File: config.mk
export PLATFORM = sky130hd
export DESIGN_NAME = squeeze_rd_arbiter
export DESIGN_NICKNAME = d
export VERILOG_FILES = /design/src/rtl/squeeze_rd_arbiter.sv
export SDC_FILE = /design/constraint.sdc
export NUM_CORES = 1
export LEC_CHECK = 0
export CORE_MARGIN = 10
export CORE_UTILIZATION = 40
export DETAILED_ROUTE_END_ITERATION = 12
export GPL_ROUTABILITY_DRIVEN = 1
export GPL_TIMING_DRIVEN = 0
export PLACE_DENSITY_LB_ADDON = 0.15
export RECOVER_POWER = 100
export SLEW_MARGIN = 20
export SYNTH_ARGS = -nofsm -noshare
export SYNTH_HDL_FRONTEND = slang
export SYNTH_SLANG_ARGS = --single-unit
export TNS_END_PERCENT = 1
File: constraint.sdc
create_clock -name clk_i -period 23.8 [get_ports clk_i]
set_clock_uncertainty 0.05 [all_clocks]
set_input_delay 4.76 -clock clk_i [delete_from_list [all_inputs] [get_ports clk_i]]
set_output_delay 4.76 -clock clk_i [all_outputs]
set_load 0.1 [all_outputs]
File: src/rtl/squeeze_rd_arbiter.sv
// Alternating-burst read arbiter: drains the 3x3 and 1x1 squeeze FIFOs into one
// tagged valid/ready stream, holding up to two words against downstream backpressure.
module squeeze_rd_arbiter #(
  parameter int DATA_W = 96,
  parameter int LEN_W  = 8,
  parameter int PAIR_W = 12
) (
  input  logic              clk_i,
  input  logic              rst_i,
  input  logic              start_i,
  input  logic [LEN_W-1:0]  burst_3x3_len_i,
  input  logic [LEN_W-1:0]  burst_1x1_len_i,
  input  logic [PAIR_W-1:0] num_pairs_i,
  input  logic [DATA_W-1:0] fifo_sq_3x3_rd_data_i,
  output logic              fifo_sq_3x3_rd_en_o,
  input  logic              fifo_sq_3x3_empty_i,
  input  logic [DATA_W-1:0] fifo_sq_1x1_rd_data_i,
  output logic              fifo_sq_1x1_rd_en_o,
  input  logic              fifo_sq_1x1_empty_i,
  output logic [DATA_W-1:0] out_data_o,
  output logic              out_src_o,
  output logic              out_last_o,
  output logic              out_valid_o,
  input  logic              out_ready_i,
  output logic              busy_o,
  output logic              done_o
);

  typedef enum logic [2:0] {IDLE, RD_3X3, RD_1X1, DRAIN, FIN} state_e;

  state_e            state_q;
  logic [LEN_W-1:0]  len3_q, len1_q, wcnt_q;
  logic [PAIR_W-1:0] pairs_q, pcnt_q;
  logic              busy_q, done_q;

  logic              infl_q, infl_src_q, infl_last_q;
  logic [DATA_W-1:0] buf_data_q [2];
  logic [1:0]        buf_src_q, buf_last_q;
  logic              rd_ptr_q, wr_ptr_q;
  logic [1:0]        occ_q, occ_d;

  logic              accept, room, rd3, rd1, pop, burst_end;
  logic              head_vld, bypass, cap, deq;
  logic [LEN_W-1:0]  cur_len;
  logic [DATA_W-1:0] infl_data;

  assign accept    = out_valid_o & out_ready_i;
  assign room      = (({1'b0, occ_q} + {2'b0, infl_q}) - {2'b0, accept}) < 3'd2;
  assign rd3       = (state_q == RD_3X3) & ~fifo_sq_3x3_empty_i & room;
  assign rd1       = (state_q == RD_1X1) & ~fifo_sq_1x1_empty_i & room;
  assign pop       = rd3 | rd1;
  assign cur_len   = (state_q == RD_1X1) ? len1_q : len3_q;
  assign burst_end = (wcnt_q == cur_len);

  assign fifo_sq_3x3_rd_en_o = rd3;
  assign fifo_sq_1x1_rd_en_o = rd1;

  // With the buffer empty, the word arriving from the FIFO is presented directly;
  // if it is not taken it lands in the buffer and stays on the port unchanged.
  assign infl_data = infl_src_q ? fifo_sq_1x1_rd_data_i : fifo_sq_3x3_rd_data_i;
  assign head_vld  = (occ_q != 2'd0);
  assign bypass    = ~head_vld & infl_q & accept;
  assign cap       = infl_q & ~bypass;
  assign deq       = head_vld & accept;
  assign occ_d     = occ_q + {1'b0, cap} - {1'b0, deq};

  assign out_valid_o = head_vld | infl_q;
  assign out_data_o  = head_vld ? buf_data_q[rd_ptr_q] : (infl_q ? infl_data : '0);
  assign out_src_o   = head_vld ? buf_src_q[rd_ptr_q]  : (infl_q & infl_src_q);
  assign out_last_o  = head_vld ? buf_last_q[rd_ptr_q] : (infl_q & infl_last_q);
  assign busy_o      = busy_q;
  assign done_o      = done_q;

  always_ff @(posedge clk_i or posedge rst_i) begin
    if (rst_i) begin
      state_q <= IDLE;
      len3_q  <= '0;
      len1_q  <= '0;
      pairs_q <= '0;
      wcnt_q  <= '0;
      pcnt_q  <= '0;
      busy_q  <= 1'b0;
      done_q  <= 1'b0;
    end else begin
      done_q <= 1'b0;
      case (state_q)
        IDLE: if (start_i) begin
          len3_q  <= burst_3x3_len_i;
          len1_q  <= burst_1x1_len_i;
          pairs_q <= num_pairs_i;
          wcnt_q  <= '0;
          pcnt_q  <= '0;
          busy_q  <= 1'b1;
          state_q <= RD_3X3;
        end
        RD_3X3, RD_1X1: if (pop) begin
          if (burst_end) begin
            wcnt_q <= '0;
            if (state_q == RD_3X3) state_q <= RD_1X1;
            else if (pcnt_q == pairs_q) state_q <= DRAIN;
            else begin
              pcnt_q  <= pcnt_q + 1'b1;
              state_q <= RD_3X3;
            end
          end else begin
            wcnt_q <= wcnt_q + 1'b1;
          end
        end
        // Done fires in the cycle after the final word leaves; FIN keeps start
        // from being honoured during the done pulse.
        DRAIN: if (occ_d == 2'd0) begin
          done_q  <= 1'b1;
          busy_q  <= 1'b0;
          state_q <= FIN;
        end
        FIN:     state_q <= IDLE;
        default: state_q <= IDLE;
      endcase
    end
  end

  always_ff @(posedge clk_i or posedge rst_i) begin
    if (rst_i) begin
      infl_q        <= 1'b0;
      infl_src_q    <= 1'b0;
      infl_last_q   <= 1'b0;
      buf_data_q[0] <= '0;
      buf_data_q[1] <= '0;
      buf_src_q     <= '0;
      buf_last_q    <= '0;
      rd_ptr_q      <= 1'b0;
      wr_ptr_q      <= 1'b0;
      occ_q         <= '0;
    end else begin
      infl_q <= pop;
      if (pop) begin
        infl_src_q  <= rd1;
        infl_last_q <= burst_end;
      end
      if (cap) begin
        buf_data_q[wr_ptr_q] <= infl_data;
        buf_src_q[wr_ptr_q]  <= infl_src_q;
        buf_last_q[wr_ptr_q] <= infl_last_q;
        wr_ptr_q             <= ~wr_ptr_q;
      end
      if (deq) rd_ptr_q <= ~rd_ptr_q;
      occ_q <= occ_d;
    end
  end

endmodule
# After elaboration in Yosys (flattened, before gate mapping)
# Cells that the tools add are included.
[classes]
order_cmp = 7
n_bitwise = 21
addsub = 6
reduce_logical = 13
eq_ne = 11
muxes = 42
[op_table]
columns = ["op", "n"]
rows = [
  ["$mux W96", 7],
  ["$bwmux W192", 1],
  ["$demux W96 S1", 1],
  ["$mux W12", 5],
  ["$mux W8", 4],
  ["$pmux W12 S2", 1],
  ["$pmux W8 S2", 1],
  ["$add A12 B1 Y12 const B", 1],
  ["$eq A12 B12 Y1", 1],
  ["$mux W3", 4],
  ["$ne A2 B2 Y1 const B", 6],
  ["$and A1 B1 Y1", 11],
  ["$mux W1", 11],
  ["$pmux W3 S3", 1],
  ["$add A8 B1 Y8 const B", 1],
  ["$eq A8 B8 Y1", 1],
  ["$eq A3 B2 Y1 const B", 2],
  ["$not A1 Y1", 6],
  ["$reduce_and A3 Y1", 2],
  ["$reduce_and A6 Y1", 1],
  ["$reduce_bool A2 Y1", 3],
  ["$bwmux W2", 2],
  ["$ge A2 B2 Y1 const B", 2],
  ["$lt A1 B2 Y1 const B", 2],
  ["19 further kinds", 23],
]
[totals]
output_inout_bits = 103
wordCells = 118
regBits = 256

# Longest topological paths before layout
# Gate-level depths: netlist of run 1.
[depth]
ltp_word = 11
mapped_depth = 11
ltp_nobuf = 11

# Worst setup path before layout of run 1
# No wires, ideal clock.
[synth_path]
path_kind = "input port to output port"
from = "input out_ready_i"
to = "output fifo_sq_1x1_rd_en_o"
required_ns = 18.990
n_path_buf = 0
t_arrival_ns = 7.300
setup_slack_ns = 11.690
cell_stages = 7
path_cell_list = "xor2_1 > nand2_1 > fa_1 > xor2_1 > nor3b_1 > o21ai_1 > nor2_1"
[synth_between]
elab_chain_cells = 4
[synth_lines]
columns = ["item", "line", "source"]
rows = [
  ["start, declared", "24", "input logic out_ready_i,"],
  ["$and A1 B1 Y1", "47", "assign accept = out_valid_o & out_ready_i;"],
  ["$sub A3 B1 Y3", "48", "assign room = (({1'b0, occ_q} + {2'b0, infl_q}) - {2'b0, accept}) < 3'd2;"],
  ["$lt A3 B2 Y1", "48", ""],
  ["$and A1 B1 Y1", "50", "assign rd1 = (state_q == RD_1X1) & ~fifo_sq_1x1_empty_i & room;"],
  ["end, declared", "18", "output logic fifo_sq_1x1_rd_en_o,"],
]
# Every way passes these cells.

==> results.yml, run 1 <==
status:
  status: "finished with violations"
  violations: "max-capacitance violations, max-slew violations"
route:
  antenna_left: 0
  routed_wl_mm: 41.71
  drc: 0
  vias: 11320
  avgViaCountPerCell: 5.362
  drt-initial-drc-count: 590
  wl_per_cell_um: 19.76
  firstDrtPassIters: 5
placement:
  io_buffer_count: 328
  place_hpwl_mm: 31.01
  dpl.cell_count: 2062
  gp_congestion: 0.8473
setup_path:
  worst-path-stages: 4
  cp_num_buf_inv: 4
  crit_required_ns: 23.36
  r2r-start: "occ_q[1]$_DFF_PP0_"
  slowest_stage: "clkbuf_1"
  crit_top_cell: "clkbuf_1"
  cp_max_fo: 104
  crit_chain: "dlygate4sd3_1, inv_8, clkbuf_1, clkbuf_1"
  r2r_cells: 11
  slowest_delay_ns: 3.85
  worstSetupStartpoint: "rst_i"
  cp.arrival_ns: 12.73
  crit_family: "buffers and inverters"
  cp-endpoint: "buf_data_q[171]$_DFFE_PP0P_"
  cp-start-kind: "input pin"
  reg2reg_to: "pcnt_q[9]$_DFFE_PP0P_"
  rrSetupSlack_ns: 19.98
  setup.worst_path.end_class: "asynchronous set/reset pin"
  criticalPathCategory: "in -> async"
sta:
  tightest_slew_ns: 5.521
  relSlewSlack_pct: -268.1
  finalSetupViolCount: 0
  setup_tns_ns: 0
  final_max_slew_viol_count: 261
  finalHoldViolCount: 0
  finalWorstPathRequiredPeriod_ns: 13.17
  rsz0062_at_grt: "false"
  max_freq_mhz: 75.91
  hold_slack_ns: 0.4294
  finalCritPeriodShare_pct: 55.35
cts:
  cts_max_path_buffers: 3
  path_clk_slew_ns: 0.06
  cts_tree: "built"
  root_buffer: "clkbuf_16"
  h-tree-depth: 1
  cts_buffers: 27
  ctsResizeCount: 0
  clock_sinks: 256
  post-cts-setup-buffers: 0
  holdBufCountCts: 0
  clock_latency_ns: 0.54
synth:
  synth_ff_type: "dfrtp_1"
  synthCells: 1329
  synth_nets: 1560
  synth_area_um2: 12730
  synth-seq-cells: 256
  avgSynthCellArea_um2: 9.582
  yosys-top-cells-count: "256 x dfrtp_1, 205 x nand2_1, 201 x mux2i_1, 109 x o21ai_0"
  yosysWarningCount: 0
  synth_area_leaders: "dfrtp_1 50%, mux2i_1 16%, nand2_1 6.0%, o22ai_1 5.2%, o21ai_0 4.3%"
  synth_top_area_cell: "dfrtp_1"
  synth_top_area_share_pct: 50.30
  synthDistinctLibCells: 51
  synth_async_sr_flop_share_pct: 100.0
  synth_edf_count: 0
  yosysMostFrequentCell: "dfrtp_1"
  ys_seq_area_share_pct: 50.30
final_layout:
  stdcell_count: 2111
  area_delta_synth_final_pct: 36.91
  drive_gt1_share_pct: 3.162
  multi_input_comb_area_um2: 5871
  fillCellCount: 2908
  nNetsFinal: 1920
  seqCellArea_um2: 6406
grt:
  grt.overflow.total: 0
  top_usage_layer: "met2"
  use_met3_pct: 4.529
  grt_pass1_wl_mm: 64.66
  antenna_found_initial: 1
  met2_usage_pct: 33.86
  grt_use_total_pct: 20.34
  grt_pass1_vias: 11570
  use_met1_pct: 26.38
  grt_max_degree: 105
die:
  pin_count: 329
  die_w_um: 198.4
  start_util_pct: 40.46
  dieHeight_um: 198.4
  die-area_um2: 39370
  core_area_um2: 31470
  rows: 65
worst_hold_path:
  hp-class: "reg -> reg"
job:
  maxCapViolations: 3
-- stage by stage --
stage | area, um^2 | utilization, % | setup WS [ns]
6_report | 17440 | 55.40 | 10.63
5_1_grt | 17430 | 55.39 | 8.923
2_1_floorplan | 12730 | - | 11.69
3_3_place_gp | 16520 | 52.49 | 8.662
3_5_place_dp | 16610 | 52.78 | 10.84
4_1_cts | 17500 | 55.62 | 10.84
-- cells in the final DEF, fill, tap and decap left out, types with 2 or more instances in the layout --
master and n:
dfrtp_1 256, clkdlybuf4s50_1 222, nand2_1 205, mux2i_1 201
o21ai_0 110, nor2_1 108, a21oi_1 108, dlygate4sd3_1 106
o22ai_1 105, clkbuf_1 91, clkbuf_16 27, inv_1 17
buf_1 15, xnor2_1 13, xor2_1 11, nand3_1 10
o211ai_1 8, o31ai_1 6, or3_1 5, nand2b_1 5
nor3_1 5, nand4_1 5, and2_1 4, mux2_2 4
or4_1 4, ha_1 4, clkinvlp_4 4, and3b_1 3
nor4_1 3, a41oi_1 3, a31oi_1 3, clkbuf_8 3
bufinv_16 3, inv_8 2, buf_6 2, a21o_1 2
o311ai_0 2, clkinv_2 2
-- cell families (layout without fill, tap and decap cells) --
| family | Yosys count | in the layout | synth area share [%] |
|---|---|---|---|
| buffers and inverters | 117 | 496 | 3.596 |
| DFF | 256 | 256 | 50.30 |
| other | 0 | 1 | 0 |
| and+or+nand+nor | 368 | 368 | 12.06 |
| muxes | 205 | 205 | 16.15 |
| AOI/OAI and AO/OA | 354 | 354 | 15.69 |
| xor gates and xnor gates | 24 | 24 | 1.651 |
| adders and majority gates | 5 | 5 | 0.5502 |
-- sequential cells by signal, summed over array words and instances (netlist names) --
signal and flops:
wcnt_q 8, occ_q 2, infl_last_q 1, pcnt_q 12, pairs_q 12, buf_last_q 2, state_q 3, wr_ptr_q 1
len3_q 8, rd_ptr_q 1, busy_o 1, infl_q 1, infl_src_q 1, len1_q 8, done_o 1, buf_data_q 192
buf_src_q 2
-- tightest hold or removal path: stages, from the launching register on --
cell     delay [ns]
dfrtp_1        0.34
nand2_1        0.04
o21ai_0        0.06
-- layout make-up --
class                   instances  area share (%)
flip-flops and latches        256           36.74
multi-input cells             956           33.67
repair buffers                331           18.89
clock buffers                  37           4.263
well taps                     402           2.885
plain buffers                  99           2.239
clock inverters                11          0.8611
inverters                      18          0.4306
diodes                          1         0.01435
-- routing by layer --
layer / wire [um] / vias up
met5: 0 / -
met4: 789 / 0
met3: 2892 / 50
met2: 19910 / 309
met1: 18120 / 5545
li1: - / 5415
-- worst min path at each step --
stage	start	endpoint	cells past startpoint
detailed placement	buf_data_q[39]$_DFFE_PP0P_	buf_data_q[39]$_DFFE_PP0P_	2
CTS	buf_data_q[86]$_DFFE_PP0P_	buf_data_q[86]$_DFFE_PP0P_	2
finish	buf_data_q[49]$_DFFE_PP0P_	buf_data_q[49]$_DFFE_PP0P_	2
floorplan	len3_q[0]$_DFFE_PP0P_	len3_q[0]$_DFFE_PP0P_	2
global placement	len3_q[0]$_DFFE_PP0P_	len3_q[0]$_DFFE_PP0P_	2
global route	buf_data_q[26]$_DFFE_PP0P_	buf_data_q[26]$_DFFE_PP0P_	2
Power of run 1 is left out: the tool's default activity adds up to more than one toggle a clock period on the data nets, which glitch-free logic cannot reach.
==> run 2, diff against run 1 <==
Clock period 23.8 ns to 13.73 ns, I/O delays scaled along.
==> results.yml, run 2 (synthesized netlist as in run 1, its figures left out) <==
status:
  status: "finished with violations"
  violations: "max-capacitance violations, max-slew violations"
die:
  die_w_um: 198.4
  pin_count: 329
  start_util_pct: 40.46
  dieHeight_um: 198.4
  rows: 65
  core_area_um2: 31470
  die-area_um2: 39370
grt:
  antenna_found_initial: 1
  grt_max_degree: 105
  grt_pass1_vias: 11570
  grt.overflow.total: 0
  grt_use_total_pct: 20.34
  grt_pass1_wl_mm: 64.66
cts:
  clock_latency_ns: 0.53
  cts_buffers: 27
  clock_sinks: 256
  holdBufCountCts: 0
  root_buffer: "clkbuf_16"
  post-cts-setup-buffers: 0
  cts_tree: "built"
  ctsResizeCount: 0
  path_clk_slew_ns: 0.06
  cts_max_path_buffers: 3
  h-tree-depth: 1
worst_hold_path:
  hp-class: "reg -> reg"
  min_to: "buf_data_q[49]$_DFFE_PP0P_"
  min_from: "buf_data_q[49]$_DFFE_PP0P_"
  hold_depth: 2
placement:
  gp_congestion: 0.8473
  place_hpwl_mm: 31.01
  io_buffer_count: 328
  postPlaceCellArea_um2: 16610
sta:
  max_freq_mhz: 109.9
  finalCritPeriodShare_pct: 66.29
  rsz0062_at_grt: "false"
  finalSetupViolCount: 0
  hold_slack_ns: 0.4293
  finalWorstPathRequiredPeriod_ns: 9.102
  finalHoldViolCount: 0
  tightest_slew_ns: 5.784
  setup_tns_ns: 0
  relSlewSlack_pct: -285.6
  final_max_slew_viol_count: 105
setup_path:
  r2r_cells: 11
  cp.arrival_ns: 6.31
  crit_required_ns: 10.93
  cp_max_fo: 6
  reg2reg_to: "pcnt_q[9]$_DFFE_PP0P_"
  r2r-start: "occ_q[1]$_DFF_PP0_"
  slowest_delay_ns: 1.23
  setup.worst_path.end_class: "primary output"
  criticalPathCategory: "in -> out"
  crit_family: "buffers and inverters"
  crit_chain: "dlygate4sd3_1, xor2_1, nand2_1, fa_1, xor2_1, nor3b_1, o21ai_0, nor2_1, dlygate4sd3_1"
  slowest_stage: "dlygate4sd3_1"
  cp_num_buf_inv: 2
  rrSetupSlack_ns: 9.88
  cp-start-kind: "input pin"
route:
  avgViaCountPerCell: 5.339
  routed_wl_mm: 41.62
  drc: 0
  drt-initial-drc-count: 613
  wl_per_cell_um: 19.71
  firstDrtPassIters: 5
  antenna_left: 0
  vias: 11270
final_layout:
  top_regs: "buf_data_q: 192 flops, pairs_q: 12 flops, pcnt_q: 12 flops"
  regMostFlops: "buf_data_q"
  design_area_um2: 17480
  final_common_cell: "dfrtp_1"
  drive_gt1_share_pct: 3.279
  largest_register_ffs: 192
  nNetsFinal: 1920
  final_cell_mix: "256 x dfrtp_1, 222 x clkdlybuf4s50_1, 205 x nand2_1"
  fillCellCount: 2902
  area_delta_synth_final_pct: 37.29
job:
  maxCapViolations: 1
==> run 2: cell types whose count changed in the layout (fill, tap and decap cells not counted) <==
cell,delta
buf_16,+2
clkbuf_1,-2
==> run 2: worst max-delay path by stage <==
stage	start	end	slack (ns)	depth (start not counted)
2_1_floorplan	rst_i	buf_data_q[0]$_DFFE_PP0P_	3.89	1
3_3_place_gp	rst_i	buf_data_q[177]$_DFFE_PP0P_	0.61	2
3_5_place_dp	out_ready_i	fifo_sq_1x1_rd_en_o	4.80	9
4_1_cts	out_ready_i	fifo_sq_1x1_rd_en_o	4.80	9
5_1_grt	rst_i	buf_data_q[51]$_DFFE_PP0P_	4.28	3
6_report	out_ready_i	fifo_sq_1x1_rd_en_o	4.63	9
==> run 2: layer usage <==
| metal | track usage (%) | vias up | wire, um |
|---|---|---|---|
| met4 | 4.804 | 0 | 791 |
| met2 | 33.86 | 310 | 19810 |
| li1 | - | 5408 | - |
| met3 | 4.529 | 52 | 2893 |
| met1 | 26.38 | 5501 | 18120 |
| met5 | 0 | - | 0 |
==> run 2: worst register-to-register path, delay by kind of cell, from the launching register on <==
kind | cells | cell delay (ns)
adders and majority gates | 1 | 0.41
buffers and inverters | 2 | 0.61
DFF | 1 | 0.45
xor gates and xnor gates | 1 | 0.16
AOI/OAI and AO/OA | 4 | 1.05
and+or+nand+nor | 3 | 0.99
==> run 2: layout make-up <==
type	instances	area (um^2)	area share [%]
antenna	1	2.502	0.01431
timing repair buffer	331	3342	19.12
buffer	99	390.4	2.233
inverter	18	75.07	0.4294
clock buffer	37	743.2	4.251
sequential	256	6406	36.64
multi-input combinational	956	5871	33.58
clock inverter	11	150.1	0.8588
tap	402	503.0	2.877
==> run 2: metrics by stage <==
stage               std cells  utilization [%]  setup WS (ns)
floorplan                1329                -          3.892
global placement         2059            52.49         0.6055
detailed placement       2062            52.78          4.799
CTS                      2110            55.62          4.799
global route             2110            55.54          4.282
finish                   2111            55.55          4.628
Power of run 2 is left out for the same reason.
